$ cat config.mk
export PLATFORM = sky130hd
export DESIGN_NAME = hazard_ctrl
export DESIGN_NICKNAME = d
export VERILOG_FILES = /design/src/rtl/cpu_types_pkg.sv /design/src/rtl/fwd_select.sv /design/src/rtl/hazard_ctrl.sv
export SDC_FILE = /design/constraint.sdc
export NUM_CORES = 1
export LEC_CHECK = 0
export BUFFER_PORTS_ARGS = -buffer_cell sky130_fd_sc_hd__buf_2
export CAP_MARGIN = 20
export CORE_MARGIN = 4
export CORE_UTILIZATION = 38
export CTS_CLUSTER_SIZE = 40
export DETAILED_ROUTE_END_ITERATION = 16
export PLACE_DENSITY = 0.88
export SYNTH_ARGS = -nofsm -noshare
export SYNTH_HDL_FRONTEND = slang
export SYNTH_SLANG_ARGS = --single-unit
export TNS_END_PERCENT = 20
$ cat constraint.sdc
create_clock -name CLK -period 1.4 [get_ports CLK]
set_input_delay 0.07 -clock CLK [delete_from_list [all_inputs] [get_ports CLK]]
set_output_delay 0.07 -clock CLK [all_outputs]
set_load 0.02 [all_outputs]
$ cat src/rtl/cpu_types_pkg.sv
// cpu_types_pkg: shared hazard-control state type and forwarding constants
package cpu_types_pkg;
    typedef enum logic [1:0] {RUN, LU_STALL, DWAIT, HALTED} hazard_state_t;
    localparam int FWD_RF = 0;
endpackage

$ cat src/rtl/fwd_select.sv
// fwd_select: priority forwarding select for one operand; lowest source index wins
module fwd_select
    import cpu_types_pkg::*;
#(
    parameter int REGW = 5,
    parameter int NSRC = 2,
    parameter int SELW = $clog2(NSRC + 1)
) (
    input  logic [REGW-1:0]      rs,
    input  logic [NSRC-1:0]      src_wen,
    input  logic [NSRC*REGW-1:0] src_wsel,
    output logic [SELW-1:0]      sel
);
    always_comb begin
        sel = SELW'(FWD_RF);
        for (int k = NSRC - 1; k >= 0; k--)
            if (src_wen[k] && src_wsel[k*REGW +: REGW] == rs) sel = SELW'(k + 1);
        if (rs == '0) sel = SELW'(FWD_RF);
    end
endmodule

$ cat src/rtl/hazard_ctrl.sv
// hazard_ctrl: pipeline stall/flush/forwarding control
// Optional HAZARD_PERF_EN adds saturating stall_cycles / flush_events counters.
module hazard_ctrl
    import cpu_types_pkg::*;
#(
    parameter int REGW       = 5,
    parameter int NSRC       = 2,
    parameter int LU_BUBBLES = 1,
    localparam int SELW      = $clog2(NSRC + 1)
) (
    input  logic                 CLK,
    input  logic                 nRST,
    input  logic                 ihit,
    input  logic                 dhit,
    input  logic                 dmemren,
    input  logic                 dmemwen,
    input  logic                 halt,
    input  logic                 branch,
    input  logic [REGW-1:0]      rs_id,
    input  logic [REGW-1:0]      rt_id,
    input  logic [REGW-1:0]      rs_ex,
    input  logic [REGW-1:0]      rt_ex,
    input  logic                 memren_ex,
    input  logic [REGW-1:0]      regwrite_ex,
    input  logic [NSRC-1:0]      src_wen,
    input  logic [NSRC*REGW-1:0] src_wsel,
    output logic [SELW-1:0]      fwd_a,
    output logic [SELW-1:0]      fwd_b,
    output logic                 pc_en,
    output logic                 ifid_en,
    output logic                 idex_en,
    output logic                 exmem_en,
    output logic                 memwb_en,
    output logic                 flush_ifid,
    output logic                 flush_idex,
    output logic                 flush_exmem
`ifdef HAZARD_PERF_EN
    ,
    output logic [31:0]          stall_cycles,
    output logic [31:0]          flush_events
`endif
);
    localparam logic [1:0] LU_CNT = 2'(LU_BUBBLES - 1);

    hazard_state_t state, next_state;
    logic [1:0] cnt, next_cnt;
    logic dwait, lu_hazard, lu_pend;

    assign dwait     = (dmemren | dmemwen) & ~dhit;
    assign lu_hazard = memren_ex && regwrite_ex != '0 && (regwrite_ex == rs_id || regwrite_ex == rt_id);
    // cnt holds bubbles still owed after the current one; it survives a data wait
    assign lu_pend   = cnt != 2'd0;

    always_ff @(posedge CLK or negedge nRST)
        if (!nRST) begin
            state <= RUN;
            cnt   <= '0;
        end else begin
            state <= next_state;
            cnt   <= next_cnt;
        end

    always_comb begin
        next_cnt   = cnt;
        next_state = state;
        if (state == HALTED || dwait) begin
            next_state = (state == HALTED) ? HALTED : DWAIT;
        end else if (halt) begin
            next_state = HALTED;
            next_cnt   = '0;
        end else begin
            if (branch) next_cnt = '0;
            else if (lu_pend) next_cnt = cnt - 2'd1;
            else if (lu_hazard) next_cnt = LU_CNT;
            next_state = (next_cnt != '0) ? LU_STALL : RUN;
        end
    end

    always_comb begin
        {pc_en, ifid_en, idex_en, exmem_en, memwb_en} = '1;
        {flush_ifid, flush_idex, flush_exmem} = '0;
        if (state == HALTED || dwait) begin
            {pc_en, ifid_en, idex_en, exmem_en, memwb_en} = '0;
        end else if (branch) begin
            {flush_ifid, flush_idex, flush_exmem} = '1;
        end else if (lu_pend || lu_hazard) begin
            pc_en      = 1'b0;
            ifid_en    = 1'b0;
            flush_idex = 1'b1;
        end else if (!ihit) begin
            pc_en      = 1'b0;
            flush_ifid = 1'b1;
        end
    end

    fwd_select #(.REGW(REGW), .NSRC(NSRC), .SELW(SELW)) u_fwd_a (
        .rs(rs_ex), .src_wen(src_wen), .src_wsel(src_wsel), .sel(fwd_a)
    );

    fwd_select #(.REGW(REGW), .NSRC(NSRC), .SELW(SELW)) u_fwd_b (
        .rs(rt_ex), .src_wen(src_wen), .src_wsel(src_wsel), .sel(fwd_b)
    );

`ifdef HAZARD_PERF_EN
    always_ff @(posedge CLK or negedge nRST)
        if (!nRST) begin
            stall_cycles <= '0;
            flush_events <= '0;
        end else begin
            if (!pc_en && stall_cycles != '1) stall_cycles <= stall_cycles + 32'd1;
            if (flush_exmem && flush_events != '1) flush_events <= flush_events + 32'd1;
        end
`endif
endmodule

==> out/metrics.csv, run 1 <==
stage;metric;value;unit
floorplan;I/O Pins;58;
critical_path;crit path capture type;output pin;
critical_path;CP Class;reg -> out;
critical_path;CP Launch Type;register;
status;failing checks;negative setup slack;
drt;Vias;900;
synth;Yosys reg bits;4;
floorplan;die area;2530;um2
timing;RSZ-0062 raised after global routing;yes;
global_routing;grt ovf;0;
drt;Routed Antenna Nets;0;
critical_path;reg2reg start;state[1];
finish;Area Growth Syn to Fin;65.4;%
synth;Yosys top cell area share;0.232;
finish;post-layout instance area;1120;um2
critical_path;CP Data Required Time;1330;ps
placed_design;GP Congestion;0.896;
floorplan;Die W;50.3;um
placed_design;dpl ws;40.0;ps
timing;Period minus WS final;1570;ps
timing;Slew @ Worst Pin;333;ps
timing;Setup-failing EPs final;6;
synth;Synth Net Count;136;
critical_path;Reg-to-Reg End;cnt[0];
drt;Post-Route WL;2.25;mm
timing;Setup Skew;6.20;ps
synth;Distinct cells, synth;29;
hold_path;hold crit path type;in -> reg;
drt;WL/cell;12.5;um
critical_path;flop-to-flop setup slack;120;ps
global_routing;first-pass GRT wire length;3.58;mm
timing;endpoints failing hold;0;
synth;sequential share of the synthesized area;0.147;
finish;Final Non-Filler Cells;180;
critical_path;Worst Reg-to-Reg Cells;7;
hold_path;hold endpoint;state[1];
clock_network;CTS tree;done;
timing;Fin Hold WS;72.1;ps
synth;top post-synthesis cells by area;xnor2_1 (23%), dfrtp_1 (15%), xor2_1 (14%);
timing;fin crit share;1.12;
timing;final slew viol count;0;
clock_network;clock root buffer;clkbuf_4;
timing;worst rel slew slack;0.777;
timing;final setup margin;-167;ps
critical_path;worst-path fanout max;8;
clock_network;clk_lat worst skew;240;ps
global_routing;vias in the first global route;869;
status;status;complete, but fails checks;
timing;FMAX;638;MHz
placed_design;Placed Cells incl. Taps;172;
synth;mapped cell area;679;um2
global_routing;largest net degree at the start of global routing;9;
floorplan;FP Rows;15;
finish;layout cell share with drive strength beyond 1;0.484;
synth;Post-Synthesis Mean Instance Area;7.55;um2
placed_design;Placed Area;997;um2
placed_design;post-DP HPWL;1.83;mm
run;MaxCap Viol Count;0;
clock_network;CTS clock-pin slew for the worst setup and hold paths;40;ps
global_routing;gr usage total;0.185;
synth;Yosys warning total;0;
hold_path;Hold Startpoint;halt;
floorplan;starting density of the core;0.398;
synth;Cells after Synth;90;
clock_network;cts bufs inserted;3;
finish;number of antenna diodes;0;
clock_network;htree depth;1;
placed_design;PortBufs;57;
clock_network;TritonCTS Sinks;4;
clock_network;buffer depth of the longest clock path;2;
finish;most frequent cells in the layout;buf_2 (49), xnor2_1 (18), xor2_1 (11), nand2_1 (10), buf_4 (8);
floorplan;Die Y;50.3;um
drt;DR iter-0 viols;7;
drt;Pre-antenna DRT Iters;4;
timing;setup TNS;-663;ps
synth;cell taking the most area after synthesis;xnor2_1;
finish;NumNets Final;203;
pwr;Pwr Density;421;nW/um2
critical_path;arrival time worst endpoint;1500;ps
finish;most common cell after layout, fill and taps aside;buf_2;
drt;via/cell ratio;5.00;
hold_path;hold path cells;2;
pwr;VDD IR-drop max;0.329;mV
floorplan;core area;1710;um2
drt;# DRC;0;
global_routing;initial antenna violation count;0;
pwr;Leak;0.551;nW
-- routing by layer --
layer | GRT usage | share of wire | vias up
met2 | 0.361 | 0.54 | 49
met3 | 0.0623 | 0.10 | 6
met1 | 0.168 | 0.33 | 400
met4 | 0.0783 | 0.029 | 0
li1 | - | - | 445
met5 | 0 | 0 | -
-- cell usage after synthesis, drive strengths merged --
library cell,count
nand3,6
xor2,11
clkinv,1
a211oi,1
or4,3
a21oi,3
o21a,1
buf,2
nand2,10
o22ai,1
nor2,8
or2b,1
and3,1
a21boi,1
nand4b,1
nor3,2
dfrtp,4
nand2b,1
o21ba,1
and4,1
inv,2
nor4,2
o211ai,2
a21o,1
o21ai,3
nand4,2
xnor2,18
-- sequential cells by signal (all words and copies together) (netlist names) --
name	cells
cnt	2
state	2
-- kinds of logic after synthesis --
kind of cell | share of synthesized area
xor+xnor | 0.374
flops | 0.147
buf+inv | 0.0387
simple gates | 0.289
compound gates | 0.151
-- stage by stage --
stage | util | power [mW]
4_1_cts | 0.644 | 0.480
3_5_place_dp | 0.584 | 0.328
6_report | 0.658 | 0.473
5_1_grt | 0.658 | 0.514
2_1_floorplan | - | 0.214
3_3_place_gp | 0.584 | 0.320
-- cell type report --
class | count | area [um2]
timing repair buffer | 64 | 383
multi-input combinational | 81 | 571
tap | 25 | 31.3
fill | 141 | 584
inverter | 3 | 16.3
sequential | 4 | 100
clock buffer | 3 | 22.5
-- repair_timing --
item | in CTS | in global routing
pin swaps | 3 | 0
hold endpoints to repair | 4 | 0
cloned | 0 | 0
setup buffers | 4 | 0
hold buffers | 1 | 0
setup endpoints to repair | 5 | 9
gates resized for setup | 12 | 8
-- critical path, cell delays in order, from the launching register on --
cell      delay, ps
dfrtp_1         370
nand2_1          90
or2b_4          290
clkinv_4         80
nand2_1          50
o211ai_1        190
buf_4           180
-- power by group --
group	switching, mW	leakage (nW)	internal, mW
combinational	0.101	0.492	0.113
sequential	0	0.0455	0.116
clock	0.0470	0.0138	0.0958
-- worst max path at each step --
stage,to,start,slack (ps),cells after the start
2_1_floorplan,pc_en,state[0],10,5
6_report,flush_ifid,state[1],-170,6
5_1_grt,flush_ifid,state[0],-240,6
4_1_cts,pc_en,state[1],-90,6
3_5_place_dp,pc_en,regwrite_ex[2],40,6
3_3_place_gp,pc_en,regwrite_ex[2],60,6
No activity file was read; power rests on OpenSTA's default activity.
==> inputs of run 2 (changes only) <==
- ABC_AREA: unset -> 1
- CORE_UTILIZATION: 38 -> 40
==> run 2 against run 1 <==
  * The run now ends clean
  * Synthesized cell count grew 61%
  * Area after synthesis grew 13%
  * Via count rose by 20%
  * First-iteration DRC count is 86% higher
  * Sequential power about the same
  * Power rose by 0.39%
  * Largest cell class unchanged
==> out/metrics.csv, run 2 <==
stage;metric;value;unit
status;status;complete, no violations;
hold_path;hold endpoint;state[1];
drt;Post-Route WL;2.30;mm
critical_path;delay of the slowest critical-path stage;360;ps
drt;Pre-antenna DRT Iters;4;
critical_path;reg2reg start;state[0];
synth;sequential share of the synthesized area;0.131;
synth;Post-Synthesis Mean Instance Area;5.28;um2
critical_path;worst-path fanout max;5;
synth;most instantiated cells after synthesis;nand2_1 (45), inv_1 (27), nor2_1 (15);
finish;number of antenna diodes;0;
placed_design;Placed Cells incl. Taps;225;
run;MaxCap Viol Count;0;
critical_path;Critical Path, Cell by Cell;nand2_2 > o21a_4 > inv_2 > nor2_4 > inv_2 > o21ai_2 > buf_4;
synth;cell taking the most area after synthesis;nand2_1;
pwr;switching portion of total power;0.344;
drt;# DRC;0;
global_routing;grt ovf;0;
drt;Vias;1078;
pwr;Pwr Density;416;nW/um2
clock_network;CTS clock-pin slew for the worst setup and hold paths;40;ps
drt;DR iter-0 viols;13;
hold_path;Hold Startpoint;halt;
synth;top_reg_cell synth;dfrtp_1;
critical_path;CP Class;reg -> out;
global_routing;largest net degree at the start of global routing;6;
pwr;sw power;0.163;mW
synth;top post-synthesis cells by area;nand2_1 (22%), inv_1 (13%), dfrtp_1 (13%);
critical_path;crit path capture type;output pin;
floorplan;Die W;51.8;um
critical_path;Worst Reg-to-Reg Cells;6;
pwr;Seq pwr share;0.245;
synth;Distinct cells, synth;23;
finish;Area Growth Syn to Fin;49.2;%
floorplan;core area;1760;um2
global_routing;first-pass GRT wire length;3.75;mm
synth;most common cell in the netlist;nand2_1;
placed_design;post-DP HPWL;1.92;mm
synth;Yosys top cell area share;0.221;
critical_path;critical path's top delay family;flip-flops;
timing;Slew @ Worst Pin;290;ps
synth;Cells after Synth;145;
critical_path;Slowest cell on crit path;dfrtp_1;
finish;Largest regs;cnt x2, state x2;
critical_path;Reg-to-Reg End;cnt[0];
finish;# fillers;185;
drt;WL/cell;9.96;um
timing;RSZ-0062 raised after global routing;no;
timing;endpoints failing hold;0;
finish;most frequent cells in the layout;buf_2 (53), nand2_1 (44), inv_1 (25), nor2_1 (15);
timing;FMAX;776;MHz
finish;post-layout instance area;1140;um2
finish;NumNets Final;254;
critical_path;CP Launch Type;register;
timing;fin crit share;0.921;
critical_path;cell mode on critical path;inv_2;
pwr;Logic pwr share;0.452;
synth;Yosys warning total;0;
finish;layout cell share with drive strength beyond 1;0.369;
critical_path;arrival time worst endpoint;1220;ps
global_routing;vias in the first global route;967;
clock_network;cts bufs inserted;3;
floorplan;FP Rows;15;
clock_network;clk_lat worst skew;240;ps
timing;Period minus WS final;1290;ps
hold_path;hold crit path type;in -> reg;
synth;ys async rst share;1.00;
floorplan;die area;2680;um2
pwr;VDD IR-drop max;0.366;mV
clock_network;TritonCTS Sinks;4;
floorplan;starting density of the core;0.434;
critical_path;CP Data Required Time;1330;ps
global_routing;initial antenna violation count;0;
timing;Setup Skew;0.299;ps
synth;Post-synth EDFFs;0;
pwr;Leak;0.722;nW
floorplan;Die Y;51.8;um
drt;via/cell ratio;4.67;
critical_path;flop-to-flop setup slack;240;ps
critical_path;CP Buf/Inv Count;3;
pwr;Overall Power;0.475;mW
finish;Core Util, Final;0.648;
clock_network;buffer depth of the longest clock path;2;
drt;Routed Antenna Nets;0;
clock_network;clock root buffer;clkbuf_4;
global_routing;gr usage total;0.181;
placed_design;GP Congestion;0.805;
finish;most common cell after layout, fill and taps aside;buf_2;
timing;Setup-failing EPs final;0;
synth;mapped cell area;766;um2
floorplan;I/O Pins;58;
synth;Synth Net Count;191;
clock_network;htree depth;1;
clock_network;CTS tree;done;
finish;Final Non-Filler Cells;231;
synth;Yosys reg bits;4;
placed_design;PortBufs;57;
hold_path;hold path cells;3;
timing;final slew viol count;0;
pwr;Clock power frac;0.304;
pwr;Cell Int Power;0.312;mW
timing;worst rel slew slack;0.805;
placed_design;Placed Area;1070;um2
-- run 2: cell types whose count changed after synthesis, sizes merged, moves of 3 or more --
cell,delta
nand2,+37
inv,+29
xnor2,-15
nor2,+8
xor2,-6
nand4,+4
o21ai,+4
or4,-3
-- run 2: worst max path at each step --
stage          startpoint          to  slack (ps)  cells past startpoint
6_report         state[0]     ifid_en         110                      7
3_5_place_dp     state[1]     ifid_en         140                      7
5_1_grt          state[1]       pc_en          20                      7
3_3_place_gp     state[0]     ifid_en         190                      7
4_1_cts          state[1]  flush_ifid          40                      7
2_1_floorplan    state[0]  flush_idex          -9                      6
-- run 2: final cells by class --
type / count / area (um2) / area share
inverter: 31 / 116 / 0.102
multi-input combinational: 108 / 552 / 0.483
timing repair buffer: 60 / 320 / 0.280
tap: 25 / 31.3 / 0.0274
sequential: 4 / 100 / 0.0876
clock buffer: 3 / 22.5 / 0.0197
-- run 2: timing repair --
action / in CTS / in global routing
cloned: 0 / 0
gates resized for setup: 4 / 5
buffers inserted: 2 / 0
setup endpoints to repair: 4 / 4
endpoints found under the hold margin: 4 / 0
hold buffers: 1 / 0
-- run 2: cell families after synthesis --
logic type,after synthesis,share of synthesized area
compound gates,17,0.131
xor+xnor,8,0.0915
buf+inv,33,0.172
flops,4,0.131
simple gates,83,0.475
-- run 2: power groups by stage --
stage	registers (mW)	logic (mW)	clock network [mW]
after CTS	0.116	0.214	0.148
after global routing	0.116	0.245	0.161
after global placement	0.118	0.207	0
after floorplan	0.118	0.107	0
after detailed placement	0.118	0.210	0
final	0.116	0.215	0.144
-- run 2: metal layers --
layer | part of all wire | global-route usage
met4 | 0.0096 | 0.0786
met3 | 0.091 | 0.0258
met5 | 0 | 0
met1 | 0.40 | 0.194
met2 | 0.50 | 0.347
-- run 2: per-stage QoR --
step           setup WS (ps)  hold WS (ps)  TNS, ps
2_1_floorplan          -9.21          -226    -27.6
3_3_place_gp             185          -125        0
3_5_place_dp             142          -125        0
4_1_cts                 39.6          60.4        0
5_1_grt                 21.5          89.4        0
6_report                 111          73.6        0
-- run 2: worst min-delay path: cells and delay by family --
kind / cells / cell delay, ps
simple gates: 1 / 60
buf+inv: 2 / 140
==> inputs of run 3 (changes only) <==
- PLACE_DENSITY: 0.88 -> 0.89
==> run 3 against run 2 <==
  * Sequential power barely moved
  * Register-to-register slack improved by 70 ps
  * Critical path type unchanged
  * Clock power barely moved
  * Critical endpoint is now flush_idex
==> out/metrics.csv, run 3 (synthesis results as in run 2) <==
stage;metric;value;unit
critical_path;CP Data Required Time;1330;ps
floorplan;core area;1760;um2
clock_network;cts bufs inserted;3;
clock_network;clk_lat worst skew;230;ps
drt;Vias;1038;
critical_path;CP Launch Type;register;
clock_network;CTS clock-pin slew for the worst setup and hold paths;40;ps
finish;NumNets Final;253;
critical_path;reg2reg start;state[0];
floorplan;Die W;51.8;um
critical_path;Worst Reg-to-Reg Cells;5;
finish;Final Non-Filler Cells;230;
timing;worst rel slew slack;0.794;
clock_network;buffer depth of the longest clock path;2;
floorplan;FP Rows;15;
floorplan;Die Y;51.8;um
finish;most common cell after layout, fill and taps aside;buf_2;
placed_design;Placed Area;1080;um2
timing;Slew @ Worst Pin;306;ps
global_routing;gr usage total;0.163;
timing;endpoints failing hold;0;
global_routing;largest net degree at the start of global routing;9;
drt;Routed Antenna Nets;0;
critical_path;crit path capture type;output pin;
critical_path;Reg-to-Reg End;cnt[0];
finish;number of antenna diodes;0;
timing;Period minus WS final;1340;ps
drt;Pre-antenna DRT Iters;4;
placed_design;post-DP HPWL;1.88;mm
global_routing;grt ovf;0;
clock_network;TritonCTS Sinks;4;
placed_design;GP Congestion;0.810;
clock_network;post-CTS setup buffer count;0;
clock_network;CTS tree;done;
drt;WL/cell;9.28;um
placed_design;Placed Cells incl. Taps;226;
status;status;complete, no violations;
floorplan;die area;2680;um2
drt;via/cell ratio;4.51;
timing;setup TNS;0;ps
pwr;Overall Power;0.471;mW
floorplan;I/O Pins;58;
critical_path;worst-path fanout max;5;
finish;post-layout instance area;1130;um2
timing;Setup-failing EPs final;0;
drt;DR iter-0 viols;14;
pwr;Leak;0.717;nW
pwr;Pwr Density;418;nW/um2
critical_path;arrival time worst endpoint;1270;ps
drt;# DRC;0;
hold_path;hold path cells;3;
critical_path;CP Class;reg -> out;
clock_network;clock root buffer;clkbuf_4;
finish;# fillers;186;
run;MaxCap Viol Count;0;
hold_path;hold crit path type;in -> reg;
timing;FMAX;745;MHz
critical_path;flop-to-flop setup slack;310;ps
placed_design;PortBufs;57;
finish;most frequent cells in the layout;buf_2 (55), nand2_1 (45), inv_1 (25), nor2_1 (14);
timing;final slew viol count;0;
timing;fin crit share;0.958;
global_routing;first-pass GRT wire length;3.53;mm
drt;Post-Route WL;2.14;mm
global_routing;vias in the first global route;927;
finish;Core Util, Final;0.639;
floorplan;starting density of the core;0.434;
finish;layout cell share with drive strength beyond 1;0.366;
clock_network;htree depth;1;
hold_path;Hold Startpoint;halt;
pwr;VDD IR-drop max;0.470;mV
finish;Largest regs;cnt x2, state x2;
timing;Setup Skew;1.05;ps
timing;RSZ-0062 raised after global routing;yes;
hold_path;hold endpoint;state[1];
global_routing;initial antenna violation count;0;
finish;Area Growth Syn to Fin;47.2;%
==> run 3: report_power, final <==
group	total, mW	internal (mW)	switching (mW)
Combinational	0.213	0.0994	0.114
Sequential	0.116	0.116	0
Clock	0.142	0.0958	0.0462
==> run 3: critical path, stage by stage, from the launching register on <==
cell,delay (ps)
dfrtp_1,350
nand2_1,80
o21a_2,140
inv_2,60
nor2_4,110
inv_2,60
nand2_1,100
buf_6,130
==> run 3: worst max-delay path by stage <==
stage | slack [ps] | from | to | cells past startpoint
4_1_cts | 20 | state[0] | pc_en | 7
3_5_place_dp | 280 | state[0] | flush_idex | 7
2_1_floorplan | -9 | state[0] | flush_idex | 6
3_3_place_gp | 300 | state[0] | flush_idex | 7
6_report | 60 | state[0] | flush_idex | 7
5_1_grt | -30 | state[0] | flush_idex | 7
==> run 3: timing repair <==
item	in CTS	in global routing
hold endpoints to repair	4	0
endpoints found under the setup margin	0	4
gates resized for setup	0	7
hold buffers	1	0
==> run 3: through the flow <==
stage	hold slack (ps)	setup slack (ps)
3_5_place_dp	-123	278
5_1_grt	61.7	-34.5
4_1_cts	44.4	17.4
6_report	50.4	58.4
3_3_place_gp	-126	299
2_1_floorplan	-226	-9.21
==> run 3: area by class of cell <==
cell class | count | area (um2) | area share
repair buffers | 59 | 312 | 0.276
flip-flops and latches | 4 | 100 | 0.0888
clock buffers | 3 | 22.5 | 0.0200
well taps | 25 | 31.3 | 0.0277
multi-input cells | 108 | 546 | 0.484
inverters | 31 | 116 | 0.103
==> run 3: layer usage <==
metal,up-vias,global-route usage,part of all wire
li1,575,-,-
met1,424,0.206,0.42
met2,39,0.294,0.50
met3,0,0.0172,0.084
met4,0,0.0393,0
met5,-,0,0
